## src/rtl/bridge_pkg.sv

```systemverilog
// Shared definitions for the AHB-to-APB bridge.
// Holds the APB engine state type, APB bus widths and a strobe helper.
// The strobe decoder and the AHB capture stage also import this package.
package bridge_pkg;

  localparam int unsigned APB_DATA_W = 32;
  localparam int unsigned APB_STRB_W = 4;

  typedef enum logic [1:0] {
    IDLE,
    SETUP,
    ACCESS,
    RESP
  } apb_state_t;

  // APB reads must present an all-zero strobe.
  function automatic logic [APB_STRB_W-1:0] apb_strb(input logic                  write,
                                                     input logic [APB_STRB_W-1:0] strb);
    return write ? strb : '0;
  endfunction

endpackage

```

## src/rtl/apb_wait_timer.sv

```systemverilog
// Wait-state counter for the APB ACCESS phase.
// Ports:
//   clk_i, rst_ni : clock, asynchronous active-low reset
//   clr_i         : clear the count (has priority over en_i)
//   en_i          : count one wait cycle
//   timeout_o     : count has reached TIMEOUT_CYCLES-1 (never set when TIMEOUT_CYCLES == 0)
// The count saturates at its all-ones value instead of wrapping.
module apb_wait_timer #(
  parameter int unsigned TIMEOUT_CYCLES = 16
) (
  input  logic clk_i,
  input  logic rst_ni,
  input  logic clr_i,
  input  logic en_i,
  output logic timeout_o
);

  localparam int unsigned CntW = (TIMEOUT_CYCLES > 0) ? $clog2(TIMEOUT_CYCLES + 1) : 1;
  localparam logic [CntW-1:0] TermCnt =
      CntW'((TIMEOUT_CYCLES > 0) ? (TIMEOUT_CYCLES - 1) : 0);

  logic [CntW-1:0] cnt_q, cnt_d;

  always_comb begin
    cnt_d = cnt_q;
    if (clr_i) begin
      cnt_d = '0;
    end else if (en_i && (cnt_q != '1)) begin
      cnt_d = cnt_q + CntW'(1);
    end
  end

  always_ff @(posedge clk_i or negedge rst_ni) begin
    if (!rst_ni) begin
      cnt_q <= '0;
    end else begin
      cnt_q <= cnt_d;
    end
  end

  assign timeout_o = (TIMEOUT_CYCLES > 0) && (cnt_q == TermCnt);

endmodule

```

## src/rtl/apb_master_ctrl.sv

```systemverilog
// APB-side transfer engine of the AHB-to-APB bridge.
// Accepts one request (address, direction, data, strobe, size-error flag) from the AHB
// capture stage, runs the APB SETUP/ACCESS sequence with a wait-state timeout and hands
// read data plus error status back through a valid/ready response handshake.
// Ports:
//   HCLK, HRESETn                 : clock, asynchronous active-low reset
//   req_*                         : request handshake and payload (sampled only in IDLE)
//   PSEL..PSTRB, PREADY..PSLVERR  : APB master interface (outputs registered)
//   rsp_valid/ready/rdata/err     : response handshake (outputs registered)
module apb_master_ctrl
  import bridge_pkg::*;
#(
  parameter int unsigned ADDR_W         = 32,
  parameter int unsigned TIMEOUT_CYCLES = 16
) (
  input  logic                  HCLK,
  input  logic                  HRESETn,
  input  logic                  req_valid,
  output logic                  req_ready,
  input  logic [ADDR_W-1:0]     req_addr,
  input  logic                  req_write,
  input  logic [APB_DATA_W-1:0] req_wdata,
  input  logic [APB_STRB_W-1:0] req_strb,
  input  logic                  req_size_err,
  output logic                  PSEL,
  output logic                  PENABLE,
  output logic [ADDR_W-1:0]     PADDR,
  output logic                  PWRITE,
  output logic [APB_DATA_W-1:0] PWDATA,
  output logic [APB_STRB_W-1:0] PSTRB,
  input  logic                  PREADY,
  input  logic [APB_DATA_W-1:0] PRDATA,
  input  logic                  PSLVERR,
  output logic                  rsp_valid,
  input  logic                  rsp_ready,
  output logic [APB_DATA_W-1:0] rsp_rdata,
  output logic                  rsp_err
);

  apb_state_t            state_q, state_d;
  logic                  psel_q, psel_d;
  logic                  penable_q, penable_d;
  logic [ADDR_W-1:0]     paddr_q, paddr_d;
  logic                  pwrite_q, pwrite_d;
  logic [APB_DATA_W-1:0] pwdata_q, pwdata_d;
  logic [APB_STRB_W-1:0] pstrb_q, pstrb_d;
  logic                  rsp_valid_q, rsp_valid_d;
  logic [APB_DATA_W-1:0] rsp_rdata_q, rsp_rdata_d;
  logic                  rsp_err_q, rsp_err_d;

  logic timer_clr, timer_en, timer_timeout;

  apb_wait_timer #(
    .TIMEOUT_CYCLES(TIMEOUT_CYCLES)
  ) u_wait_timer (
    .clk_i    (HCLK),
    .rst_ni   (HRESETn),
    .clr_i    (timer_clr),
    .en_i     (timer_en),
    .timeout_o(timer_timeout)
  );

  always_comb begin
    state_d     = state_q;
    psel_d      = psel_q;
    penable_d   = penable_q;
    paddr_d     = paddr_q;
    pwrite_d    = pwrite_q;
    pwdata_d    = pwdata_q;
    pstrb_d     = pstrb_q;
    rsp_valid_d = rsp_valid_q;
    rsp_rdata_d = rsp_rdata_q;
    rsp_err_d   = rsp_err_q;
    timer_clr   = 1'b0;
    timer_en    = 1'b0;

    unique case (state_q)
      IDLE: begin
        if (req_valid) begin
          timer_clr = 1'b1;
          if (req_size_err) begin
            // Unsupported size never reaches the APB bus.
            state_d     = RESP;
            rsp_valid_d = 1'b1;
            rsp_err_d   = 1'b1;
            rsp_rdata_d = '0;
          end else begin
            state_d  = SETUP;
            psel_d   = 1'b1;
            paddr_d  = req_addr;
            pwrite_d = req_write;
            pwdata_d = req_wdata;
            pstrb_d  = apb_strb(req_write, req_strb);
          end
        end
      end

      SETUP: begin
        state_d   = ACCESS;
        penable_d = 1'b1;
      end

      ACCESS: begin
        // PSEL/PENABLE are both high here, so PREADY alone qualifies PSLVERR.
        // A PREADY on the timeout cycle takes priority over the timeout.
        if (PREADY) begin
          state_d     = RESP;
          psel_d      = 1'b0;
          penable_d   = 1'b0;
          rsp_valid_d = 1'b1;
          rsp_err_d   = PSLVERR;
          rsp_rdata_d = (!pwrite_q && !PSLVERR) ? PRDATA : '0;
        end else begin
          timer_en = 1'b1;
          if (timer_timeout) begin
            state_d     = RESP;
            psel_d      = 1'b0;
            penable_d   = 1'b0;
            rsp_valid_d = 1'b1;
            rsp_err_d   = 1'b1;
            rsp_rdata_d = '0;
          end
        end
      end

      RESP: begin
        if (rsp_ready) begin
          state_d     = IDLE;
          rsp_valid_d = 1'b0;
          rsp_err_d   = 1'b0;
          rsp_rdata_d = '0;
          timer_clr   = 1'b1;
        end
      end

      default: state_d = IDLE;
    endcase
  end

  always_ff @(posedge HCLK or negedge HRESETn) begin
    if (!HRESETn) begin
      state_q     <= IDLE;
      psel_q      <= 1'b0;
      penable_q   <= 1'b0;
      paddr_q     <= '0;
      pwrite_q    <= 1'b0;
      pwdata_q    <= '0;
      pstrb_q     <= '0;
      rsp_valid_q <= 1'b0;
      rsp_rdata_q <= '0;
      rsp_err_q   <= 1'b0;
    end else begin
      state_q     <= state_d;
      psel_q      <= psel_d;
      penable_q   <= penable_d;
      paddr_q     <= paddr_d;
      pwrite_q    <= pwrite_d;
      pwdata_q    <= pwdata_d;
      pstrb_q     <= pstrb_d;
      rsp_valid_q <= rsp_valid_d;
      rsp_rdata_q <= rsp_rdata_d;
      rsp_err_q   <= rsp_err_d;
    end
  end

  assign req_ready = (state_q == IDLE);
  assign PSEL      = psel_q;
  assign PENABLE   = penable_q;
  assign PADDR     = paddr_q;
  assign PWRITE    = pwrite_q;
  assign PWDATA    = pwdata_q;
  assign PSTRB     = pstrb_q;
  assign rsp_valid = rsp_valid_q;
  assign rsp_rdata = rsp_rdata_q;
  assign rsp_err   = rsp_err_q;

endmodule

```

## config.mk

```make
export PLATFORM = sky130hd
export DESIGN_NAME = apb_master_ctrl
export DESIGN_NICKNAME = d
export VERILOG_FILES = /design/src/rtl/bridge_pkg.sv /design/src/rtl/apb_wait_timer.sv /design/src/rtl/apb_master_ctrl.sv
export SDC_FILE = /design/constraint.sdc
export NUM_CORES = 1
export LEC_CHECK = 0
export BUFFER_PORTS_ARGS = -buffer_cell sky130_fd_sc_hd__buf_2
export CORE_MARGIN = 2
export CORE_UTILIZATION = 40
export DETAILED_ROUTE_END_ITERATION = 7
export MAX_ROUTING_LAYER = met4
export PLACE_DENSITY = 0.77
export SKIP_LAST_GASP = 1
export SYNTH_ARGS = -nofsm -noshare
export SYNTH_HDL_FRONTEND = slang
export SYNTH_SLANG_ARGS = --single-unit
```

## constraint.sdc

```tcl
create_clock -name HCLK -period 1.86 [get_ports HCLK]
set_input_delay 0.093 -clock HCLK [delete_from_list [all_inputs] [get_ports HCLK]]
set_output_delay 0.093 -clock HCLK [all_outputs]
set_load 0.02 [all_outputs]
```

# --- Yosys cells after proc, flatten, opt, wreduce, memory -nomap -nowiden ---
# Index checks and enable logic that the tools add are counted.
# W data, S select, Z words.
classes:
  n_eq_ne: 10
  addsub: 1
  mux: 35
  bitwise: 1
  n_reduce_logical: 14
ops:
  columns: ["operator", "count"]
  rows:
  - ["$mux W32", 6]
  - ["$pmux W32 S3", 1]
  - ["$mux W1", 14]
  - ["$mux W2", 5]
  - ["$mux W5", 2]
  - ["$pmux W2 S4", 1]
  - ["$ne A2 B2 Y1 const B", 3]
  - ["$pmux W1 S2", 3]
  - ["$pmux W1 S3", 2]
  - ["$reduce_and A3 Y1", 2]
  - ["$reduce_bool A2 Y1", 3]
  - ["$add A5 B1 Y5 const B", 1]
  - ["$eq A5 B4 Y1 const B", 1]
  - ["$ne A5 B5 Y1 const B", 1]
  - ["$reduce_and A5 Y1", 1]
  - ["$eq A2 B2 Y1 const B", 2]
  - ["$mux W4", 1]
  - ["$reduce_and A4 Y1", 1]
  - ["$ne A3 B3 Y1 const B", 1]
  - ["$reduce_bool A3 Y1", 1]
  - ["$eq A2 B1 Y1 const B", 1]
  - ["$logic_and A1 B1 Y1", 2]
  - ["$logic_not A1 Y1", 2]
  - ["$logic_not A2 Y1", 1]
  - ["3 further kinds", 3]
word_totals:
  ff_bits: 112
  out_inout_bits: 106

# --- Logic depth before layout (Yosys ltp) ---
# Gate-level depths: netlist of the first run.
logic_depth:
  word_depth: 5
  mapped_depth: 8
  mapped_depth_nobuf: 7

# --- Cells and area by module ---
# A second synthesis of the first run with hierarchy kept.
hier_totals:
  cells_unflattened: 357
  area_unflattened_um2: 4675.7
by_module_without_submodules:
  columns: ["mod", "cells_each", "area_each_um2", "instances"]
  rows:
  - ["apb_master_ctrl", 333, 4403.0, 1]
  - ["apb_wait_timer", 24, 272.8, 1]

# --- Worst setup path before layout of the first run ---
# OpenSTA, ideal clock, no wires.
synth_timing:
  path_kind: "register to register"
  startpoint: "register u_wait_timer.cnt_q[0]"
  endpoint: "register rsp_err_q, in the netlist rsp_err"
  arrival_time_ps: 1726
  path_slack_ps: 6
  stages_incl_launch_ff: 8
  path_cell_list: "dfrtp_1 ha_1 and3_1 ha_1 nor2_1 a21oi_4 nand3_4 mux2_1"
synth_between:
  elab_chain_len: 3
synth_rtl:
  columns: ["item", "line", "text"]
  rows:
  - ["from (decl)", "apb_wait_timer.sv:22", "logic [CntW-1:0] cnt_q, cnt_d;"]
  - ["from (signal assigned)", "apb_wait_timer.sv:37", "cnt_q <= cnt_d;"]
  - ["$eq A5 B4 Y1", "apb_wait_timer.sv:41", "assign timeout_o = (TIMEOUT_CYCLES > 0) && (cnt_q == TermCnt);"]
  - ["$ne A3 B3 Y1 (no source line)", null, null]
  - ["$reduce_and A5 Y1 (no source line)", null, null]
  - ["to (signal assigned)", "apb_master_ctrl.sv:162", "rsp_err_q <= rsp_err_d;"]
  - ["to (decl)", "apb_master_ctrl.sv:49", "logic rsp_err_q, rsp_err_d;"]
# Every way passes these cells.
# A chain may end at the register's enable or synchronous reset.

# --- Worst setup path in the final report of the first run ---
layout_timing:
  startpoint: "register u_wait_timer.cnt_q[1]"
  endpoint: "register rsp_rdata_q[13], in the netlist rsp_rdata[13]"
layout_between:
  elab_chain_len: 3
layout_rtl:
  columns: ["item", "line", "text"]
  rows:
  - ["$eq A5 B4 Y1", "apb_wait_timer.sv:41", null]
  - ["$ne A3 B3 Y1 (no source line)", null, null]
  - ["$reduce_and A5 Y1 (no source line)", null, null]
  - ["to (signal assigned)", "apb_master_ctrl.sv:161", "rsp_rdata_q <= rsp_rdata_d;"]
  - ["to (decl)", "apb_master_ctrl.sv:48", "logic [APB_DATA_W-1:0] rsp_rdata_q, rsp_rdata_d;"]
# Every way passes these cells.

==> flow_metrics.env, run 1 <==
export IMPL_hold_class="in2reg"
export IMPL_startpoint_type="register"
export IMPL_wl_um=12200
export IMPL_drive_above_1_share=0.386
export IMPL_htree_levels=3
export IMPL_drc_errors=0
export IMPL_yosys_warnings=0
export IMPL_ir_drop_mv=0.925
export IMPL_holdWs_ps=18.3
export IMPL_ys_ff_latch=112
export IMPL_endpoint_kind="register"
export IMPL_clock_path_buffers=2
export IMPL_fin_nets=795
export IMPL_worst_ep_arrival_time_ps=2070
export IMPL_hold_violations=0
export IMPL_seqCellArea_um2=2800
export IMPL_fp_dieH_um=112
export IMPL_p_leak_nw=3.75
export IMPL_drt_iter0_drc=123
export IMPL_initial_utilization=0.409
export IMPL_max_cap_viol_count=0
export IMPL_clock_fmax_mhz=554
export IMPL_grt_usage=0.197
export IMPL_post_synth_cell_area_avg_um2=13.2
export IMPL_syn_inst=353
export IMPL_place_ws_ps=-24.5
export IMPL_timing_final_crit_share=0.971
export IMPL_drtAntennaViolNets=0
export IMPL_multi_input_area_um2=1690
export IMPL_grt_ovfl_total=0
export IMPL_final_setup_viol_count=0
export IMPL_synth_seq_area_share=0.601
export IMPL_worstPathRequired_ps=2120
export IMPL_final_min_clock_period_ps=1810
export IMPL_setup_slack_ps=53.9
export IMPL_drtPass1Iterations=5
export IMPL_post_drt_wl_per_cell_um=14.7
export IMPL_syn_cell_area_um2=4660
export IMPL_cellPowerDensity_nw_per_um2=1470
export IMPL_die_x_um=112
export IMPL_path_clk_slew_ps=70
export IMPL_syn_nets=469
export IMPL_power_total_w=0.0109
export IMPL_fill_cells=839
export IMPL_gp_congestion=0.728
export IMPL_synthArstFlopShare=1.00
export IMPL_status="complete, no violations"
export IMPL_antenna_found_initial=1
export IMPL_root_buffer="clkbuf_16"
export IMPL_cts_sinks=112
export IMPL_crit_fanout=8
export IMPL_grt_max_degree=44
export IMPL_dp_hpwl_um=7800
export IMPL_post_route_util=0.649
export IMPL_synth_distinct_cells=31
export IMPL_routed_via_density=4.64
export IMPL_grt_pass1_vias=4086
export IMPL_io_buffers=213
export IMPL_area_growth_synth_to_final_pct=58.8
export IMPL_skew_ps=10.0
export IMPL_rows=39
export IMPL_numCtsBuffers=9
export IMPL_io_pins=214
export IMPL_setup_tns_ps=0
export IMPL_cts_tree="done"
export IMPL_report_final_slew_viol_count=0
export IMPL_grt_pass1_wl_um=19200
export IMPL_clock_latency_ps=340
export IMPL_die_area_um2=12500
export IMPL_critPathKind="reg2reg"
export IMPL_relSlewSlack=0.743
export IMPL_vias=3843
export IMPL_core_um2=11400
export IMPL_worst_pin_slew_ps=386
export IMPL_synth_edf_count=0
export IMPL_ys_flop_type="dfrtp_1"
[synthesized netlist by cell type (2+ instances only)]
master | n | area share
dfrtp_1 | 112 | 0.60
mux2_1 | 63 | 0.15
nand2_1 | 42 | 0.034
inv_1 | 37 | 0.030
mux2i_1 | 36 | 0.077
o21ai_0 | 10 | 0.011
buf_2 | 9 | 0.0097
ha_1 | 8 | 0.021
nor2_1 | 8 | 0.0064
mux2_2 | 4 | 0.0097
buf_6 | 3 | 0.0072
xor2_1 | 2 | 0.0038
[layout by cell type, fill, tap and decap left out, types with 2 or more instances in the layout]
| master | instances |
|---|---|
| buf_12 | 5 |
| buf_2 | 212 |
| buf_4 | 11 |
| clkbuf_16 | 11 |
| clkbuf_8 | 4 |
| dfrtp_1 | 112 |
| dlygate4sd3_1 | 98 |
| ha_1 | 5 |
| ha_2 | 3 |
| inv_1 | 37 |
| mux2_1 | 63 |
| mux2_2 | 4 |
| mux2i_1 | 34 |
| nand2_1 | 42 |
| nand3_4 | 2 |
| nor2_1 | 7 |
| o21ai_0 | 10 |
| xor2_1 | 2 |
[metrics by stage]
step | instances | area [um^2]
global placement | 710 | 6000
detailed placement | 710 | 6000
finish | 828 | 7410
global route | 828 | 7410
CTS | 824 | 7310
floorplan | 353 | 4660
[worst paths after layout]
kind | cells after the start | to | slack (ps) | start
setup / recovery | 8 | rsp_rdata[13] | 50 | u_wait_timer.cnt_q[1]
hold / removal | 3 | rsp_rdata[12] | 20 | PRDATA[12]
setup reg to reg | 8 | rsp_rdata[13] | 50 | u_wait_timer.cnt_q[1]
hold reg to reg | 2 | PSTRB[3] | 480 | PSTRB[3]
max in group asynchronous | 3 | PADDR[11] | 940 | HRESETn
min in group asynchronous | 2 | PADDR[21] | 210 | HRESETn
[sequential cells by signal (all words and copies together), names as in the netlist]
| name | flops |
|---|---|
| rsp_err | 1 |
| rsp_valid | 1 |
| PWDATA | 32 |
| PWRITE | 1 |
| u_wait_timer.cnt_q | 5 |
| PADDR | 32 |
| PENABLE | 1 |
| state_q | 2 |
| PSTRB | 4 |
| PSEL | 1 |
| rsp_rdata | 32 |
[layout make-up]
| cell class | count | area share |
|---|---|---|
| tap | 143 | 0.0242 |
| antenna | 1 | 0.000338 |
| sequential | 112 | 0.378 |
| multi-input combinational | 190 | 0.228 |
| clock inverter | 2 | 0.00473 |
| inverter | 38 | 0.0193 |
| timing repair buffer | 328 | 0.307 |
| clock buffer | 14 | 0.0383 |
[repair_timing]
action / in CTS / in global routing
resized for setup: 2 / 9
hold buffers: 98 / 0
cloned: 0 / 2
pin swaps: 0 / 3
hold endpoints to repair: 121 / 0
setup buffers: 0 / 2
setup endpoints to repair: 8 / 36
[routing by layer]
metal / vias up / part of all wire / global-route usage
met4: 0 / 0.015 / 0.0748
met1: 1877 / 0.40 / 0.222
met2: 135 / 0.53 / 0.351
met5: - / 0 / -
li1: 1817 / - / -
met3: 14 / 0.052 / 0.0359
[worst max-delay path, stage by stage, from the launching register on]
cell       delay, ps
dfrtp_1          390
ha_2             190
and3_4           180
ha_2             190
nor2_4           150
a21oi_4           80
nand3_4          160
clkbuf_16        190
mux2i_1          200
[cells by family (layout without fill, tap and decap cells)]
| family | after synthesis | count (layout) | share of synthesized area |
|---|---|---|---|
| other | 0 | 1 | 0 |
| adder cells (fa/ha/maj) | 8 | 8 | 0.0215 |
| buffers and inverters | 51 | 382 | 0.0483 |
| XOR/XNOR | 3 | 3 | 0.00563 |
| AND/OR/NAND/NOR | 60 | 60 | 0.0630 |
| AO/OA/AOI/OAI | 16 | 16 | 0.0217 |
| flip-flops | 112 | 112 | 0.601 |
| multiplexers | 103 | 103 | 0.239 |
[where the power goes]
group	switching (W)	internal, W
registers	0.000507	0.00338
clock network	0.000814	0.00119
logic	0.00276	0.00221
Power figures use the tool's default switching activity.
==> run 2, diff against run 1 <==
--- a/config.mk
+++ b/config.mk
@@ -10,7 +10,8 @@
 export CORE_UTILIZATION = 40
 export DETAILED_ROUTE_END_ITERATION = 7
 export MAX_ROUTING_LAYER = met4
-export PLACE_DENSITY = 0.77
+export PLACE_DENSITY = 0.72
+export REMOVE_ABC_BUFFERS = 1
 export SKIP_LAST_GASP = 1
 export SYNTH_ARGS = -nofsm -noshare
 export SYNTH_HDL_FRONTEND = slang
==> run 2 against run 1 <==
Net effect:
- die area did not move
- wire length rose by 4.7%
- sequential share of layout area barely moved
- clock power fell by 2%
- core utilization barely moved
- sequential power barely moved
- non-clock buffer count rose by 3
- via count rose by 0.99%
==> flow_metrics.env, run 2 (synthesis results as in run 1) <==
export IMPL_io_buffers=213
export IMPL_max_cap_viol_count=0
export IMPL_area_growth_synth_to_final_pct=58.8
export IMPL_r2r_end="u_wait_timer.cnt_q[3]"
export IMPL_routed_wl_met2_um=7120
export IMPL_fp_dieH_um=112
export IMPL_clockPowerShare=0.180
export IMPL_maxUsedRoutingLayer="met4"
export IMPL_setup_slack_ps=67.4
export IMPL_critPathKind="reg2reg"
export IMPL_skew_ps=8.53
export IMPL_rsz0062_at_grt="true"
export IMPL_endpoint_kind="register"
export IMPL_fill_cells=851
export IMPL_worst_ep_arrival_time_ps=2010
export IMPL_final_min_clock_period_ps=1790
export IMPL_wl_um=12800
export IMPL_htree_levels=3
export IMPL_grt_usage=0.212
export IMPL_p_int_w=0.00667
export IMPL_final_cell_mix="212 x buf_2, 112 x dfrtp_1, 95 x dlygate4sd3_1, 62 x mux2_1, 42 x nand2_1"
export IMPL_hold_class="in2reg"
export IMPL_comb_power_share=0.463
export IMPL_status="complete, no violations"
export IMPL_holdWs_ps=12.7
export IMPL_drt_iter0_drc=114
export IMPL_hold_start="PRDATA[9]"
export IMPL_relSlewSlack=0.686
export IMPL_drtPass1Iterations=4
export IMPL_clock_path_buffers=2
export IMPL_grt_ovfl_total=0
export IMPL_dp_hpwl_um=8010
export IMPL_worst_pin_slew_ps=471
export IMPL_place_ws_ps=-72.9
export IMPL_antenna_found_initial=0
export IMPL_seqCellArea_um2=2800
export IMPL_vias=3881
export IMPL_multi_input_area_um2=1710
export IMPL_root_buffer="clkbuf_16"
export IMPL_worstPathRequired_ps=2080
export IMPL_r2r_start="u_wait_timer.cnt_q[1]"
export IMPL_setup_tns_ps=0
export IMPL_worstHoldEndpoint="rsp_rdata[9]"
export IMPL_diodes=0
export IMPL_grt_max_degree=44
export IMPL_drtAntennaViolNets=0
export IMPL_gp_congestion=0.763
export IMPL_holdPathStages=3
export IMPL_p_switching_w=0.00421
export IMPL_p_leak_nw=3.75
export IMPL_rows=39
export IMPL_clock_fmax_mhz=558
export IMPL_startpoint_type="register"
export IMPL_cellPowerDensity_nw_per_um2=1470
export IMPL_r2r_slack_ps=70
export IMPL_routed_via_density=4.68
export IMPL_grt_pass1_wl_um=20400
export IMPL_hold_violations=0
export IMPL_met3_length_um=677
export IMPL_wl_met1_um=4710
export IMPL_timing_final_crit_share=0.964
export IMPL_report_final_slew_viol_count=0
export IMPL_io_pins=214
export IMPL_numCtsBuffers=9
export IMPL_drc_errors=0
export IMPL_final_common_cell="buf_2"
export IMPL_grt_pass1_vias=4288
export IMPL_clock_latency_ps=350
export IMPL_ir_drop_mv=0.950
export IMPL_drive_above_1_share=0.397
export IMPL_ff2ff_path_depth=7
export IMPL_fin_nets=798
export IMPL_post_drt_wl_per_cell_um=15.4
export IMPL_p_sw_frac=0.387
export IMPL_initial_utilization=0.409
export IMPL_crit_fanout=5
export IMPL_die_area_um2=12500
export IMPL_die_x_um=112
export IMPL_final_setup_viol_count=0
export IMPL_cts_tree="done"
export IMPL_seqPwrFrac=0.358
export IMPL_startpoint="u_wait_timer.cnt_q[1]"
export IMPL_cts_sinks=112
export IMPL_path_clk_slew_ps=70
export IMPL_core_um2=11400
run 2: timing repair:
item | 4_1_cts | 5_1_grt
hold endpoints to repair | 127 | 0
buffers inserted | 0 | 2
pin swaps | 0 | 9
resized for setup | 4 | 14
gates cloned | 0 | 2
hold buffers | 95 | 0
setup endpoints to repair | 35 | 38
run 2: critical path: stages, from the launching register on:
cell and delay, ps:
dfrtp_1 390, ha_2 190, and3_4 200, ha_4 160, nor3b_4 320, nand4_1 160, xor2_1 180, nor2_1 50
run 2: stage by stage:
step / total power [W] / utilization / cells / area, um^2
2_1_floorplan: 0.00670 / - / 340 / 4580
3_3_place_gp: 0.00831 / 0.528 / 715 / 6030
3_5_place_dp: 0.00848 / 0.528 / 715 / 6030
4_1_cts: 0.0107 / 0.639 / 826 / 7300
5_1_grt: 0.0115 / 0.649 / 830 / 7410
6_report: 0.0109 / 0.649 / 830 / 7410
run 2: how the worst max path moves through the flow:
stage	end	slack, ps	cells after the start
2_1_floorplan	PADDR[0]	-870	4
3_3_place_gp	rsp_rdata[11]	-5	8
3_5_place_dp	rsp_rdata[3]	-70	8
4_1_cts	rsp_rdata[26]	-2	8
5_1_grt	u_wait_timer.cnt_q[3]	-30	7
6_report	u_wait_timer.cnt_q[3]	70	7
run 2: power by group through the flow:
stage          logic [W]  clock network (W)  registers (W)
2_1_floorplan    0.00171                  0        0.00499
3_3_place_gp     0.00446                  0        0.00385
3_5_place_dp     0.00458                  0        0.00390
4_1_cts          0.00477            0.00203        0.00386
5_1_grt          0.00537            0.00211        0.00403
6_report         0.00503            0.00196        0.00389
run 2: layout make-up:
class | count | share of cell area
Sequential cell | 112 | 0.378
Timing Repair Buffer | 331 | 0.307
Multi-Input combinational cell | 190 | 0.230
Clock buffer | 9 | 0.0304
Tap cell | 143 | 0.0242
Inverter | 38 | 0.0193
Clock inverter | 7 | 0.0105
run 2: layer usage:
metal	up-vias	GRT usage
li1	1830	-
met1	1876	0.217
met2	153	0.402
met3	22	0.0376
met4	0	0.0805
met5	-	-
==> run 3, diff against run 2 <==
--- a/config.mk
+++ b/config.mk
@@ -6,13 +6,15 @@
 export NUM_CORES = 1
 export LEC_CHECK = 0
 export BUFFER_PORTS_ARGS = -buffer_cell sky130_fd_sc_hd__buf_2
+export CORE_ASPECT_RATIO = 1.75
 export CORE_MARGIN = 2
-export CORE_UTILIZATION = 40
+export CORE_UTILIZATION = 42
 export DETAILED_ROUTE_END_ITERATION = 7
 export MAX_ROUTING_LAYER = met4
-export PLACE_DENSITY = 0.72
+export PLACE_DENSITY = 0.75
 export REMOVE_ABC_BUFFERS = 1
 export SKIP_LAST_GASP = 1
 export SYNTH_ARGS = -nofsm -noshare
 export SYNTH_HDL_FRONTEND = slang
 export SYNTH_SLANG_ARGS = --single-unit
+export TNS_END_PERCENT = 50
==> run 3 against run 2 <==
Net effect:
- non-clock buffer count fell by 6
- via count down 0.41%
- global-route usage increased by 0.90 points
- count of clock-buffer cells in the layout increased by 1
- critical path depth grew 1
- first-iteration DRC count shrank 8.8%
- core utilization rose by 3.3 points
- setup slack better by 12 ps
- combinational power hardly changed
==> flow_metrics.env, run 3 (synthesis results as in run 1) <==
export IMPL_ir_drop_mv=0.857
export IMPL_startpoint_type="register"
export IMPL_root_buffer="clkbuf_16"
export IMPL_drive_above_1_share=0.387
export IMPL_cts_tree="done"
export IMPL_endpoint_kind="register"
export IMPL_wl_um=13000
export IMPL_core_um2=10800
export IMPL_crit_fanout=7
export IMPL_ff2ff_path_depth=8
export IMPL_final_setup_viol_count=0
export IMPL_holdPathStages=3
export IMPL_worstHoldEndpoint="PSTRB[0]"
export IMPL_clock_path_buffers=2
export IMPL_worst_ep_arrival_time_ps=2040
export IMPL_io_pins=214
export IMPL_grt_max_degree=113
export IMPL_setup_slack_ps=79.0
export IMPL_drtPass1Iterations=4
export IMPL_relSlewSlack=0.605
export IMPL_drtAntennaViolNets=0
export IMPL_worstPathRequired_ps=2120
export IMPL_die_x_um=83.7
export IMPL_worst_pin_slew_ps=592
export IMPL_numCtsBuffers=9
export IMPL_grt_ovfl_total=0
export IMPL_r2r_slack_ps=80
export IMPL_setup_tns_ps=0
export IMPL_fin_nets=792
export IMPL_place_ws_ps=-107
export IMPL_drt_iter0_drc=104
export IMPL_area_growth_synth_to_final_pct=57.2
export IMPL_timing_final_crit_share=0.958
export IMPL_p_leak_nw=3.72
export IMPL_final_common_cell="buf_2"
export IMPL_skew_ps=13.4
export IMPL_hold_violations=0
export IMPL_htree_levels=3
export IMPL_gp_congestion=0.844
export IMPL_grt_pass1_wl_um=20500
export IMPL_final_min_clock_period_ps=1780
export IMPL_initial_utilization=0.433
export IMPL_startpoint="u_wait_timer.cnt_q[0]"
export IMPL_antenna_found_initial=0
export IMPL_final_cell_mix="212 x buf_2, 112 x dfrtp_1, 96 x dlygate4sd3_1, 63 x mux2_1, 42 x nand2_1"
export IMPL_hold_class="in2reg"
export IMPL_max_cap_viol_count=0
export IMPL_post_route_util=0.682
export IMPL_post_drt_wl_per_cell_um=16.0
export IMPL_rows=50
export IMPL_power_total_w=0.0109
export IMPL_grt_pass1_vias=4324
export IMPL_io_buffers=213
export IMPL_r2r_end="rsp_rdata[4]"
export IMPL_fill_cells=773
export IMPL_clock_latency_ps=340
export IMPL_path_clk_slew_ps=70
export IMPL_fp_dieH_um=143
export IMPL_clock_fmax_mhz=561
export IMPL_report_final_slew_viol_count=0
export IMPL_grt_usage=0.221
export IMPL_drc_errors=0
export IMPL_routed_via_density=4.77
export IMPL_status="complete, no violations"
export IMPL_hold_start="req_strb[0]"
export IMPL_dp_hpwl_um=8420
export IMPL_vias=3865
export IMPL_r2r_start="u_wait_timer.cnt_q[0]"
export IMPL_critPathKind="reg2reg"
export IMPL_die_area_um2=12000
export IMPL_cts_sinks=112
export IMPL_cellPowerDensity_nw_per_um2=1480
export IMPL_diodes=0
[run 3: cell count changes in the layout (fill, tap and decap cells not counted), moves of 2 or more]
cell      change
mux2_4        -2
buf_12        +2
ha_4          -2
inv_6         -2
buf_4         -7
clkinv_4      +2
[run 3: how the worst max path moves through the flow]
stage / slack (ps) / to / depth (start not counted)
2_1_floorplan: -870 / PADDR[0] / 4
6_report: 80 / rsp_rdata[4] / 8
5_1_grt: -0.7 / rsp_rdata[4] / 8
4_1_cts: 1 / rsp_rdata[9] / 8
3_3_place_gp: -20 / rsp_err / 7
3_5_place_dp: -110 / rsp_rdata[9] / 8
[run 3: routing by layer]
layer	wire [um]	up-vias	GRT usage
met1	4650	1889	0.229
li1	-	1810	-
met3	467	37	0.0310
met2	7320	129	0.403
met5	0	-	-
met4	564	0	0.118
[run 3: cell type report]
type | count | area, um^2 | share of cell area
well taps | 130 | 163 | 0.0222
multi-input cells | 190 | 1680 | 0.229
clock inverters | 5 | 65.1 | 0.00887
inverters | 38 | 143 | 0.0194
clock buffers | 10 | 239 | 0.0326
flip-flops and latches | 112 | 2800 | 0.382
repair buffers | 325 | 2250 | 0.306
[run 3: worst max-delay path, cell delays in order, from the launching register on]
cell,delay (ps)
dfrtp_1,350
ha_2,190
and3_4,200
ha_2,190
nor2_4,40
a21oi_4,180
nand3_4,170
buf_12,190
mux2i_2,180
[run 3: metrics by stage]
stage / hold WS, ps / cell area, um^2 / cells
finish: 11.9 / 7330 / 810
detailed placement: 228 / 6000 / 697
floorplan: -203 / 4580 / 340
global placement: 206 / 6000 / 697
global route: 22.7 / 7330 / 810
CTS: 1.52 / 7270 / 808
[run 3: what timing repair did]
| item | in CTS | in global routing |
|---|---|---|
| hold endpoints to repair | 207 | 0 |
| pin swaps | 1 | 1 |
| gates resized for setup | 2 | 9 |
| gates cloned | 0 | 1 |
| hold buffers | 96 | 0 |
| setup endpoints to repair | 35 | 36 |
| setup buffers | 0 | 1 |
[run 3: power breakdown]
group | switching [W] | internal, W | total (W)
sequential | 0.000520 | 0.00338 | 0.00390
clock | 0.000867 | 0.00109 | 0.00195
combinational | 0.00281 | 0.00219 | 0.00500
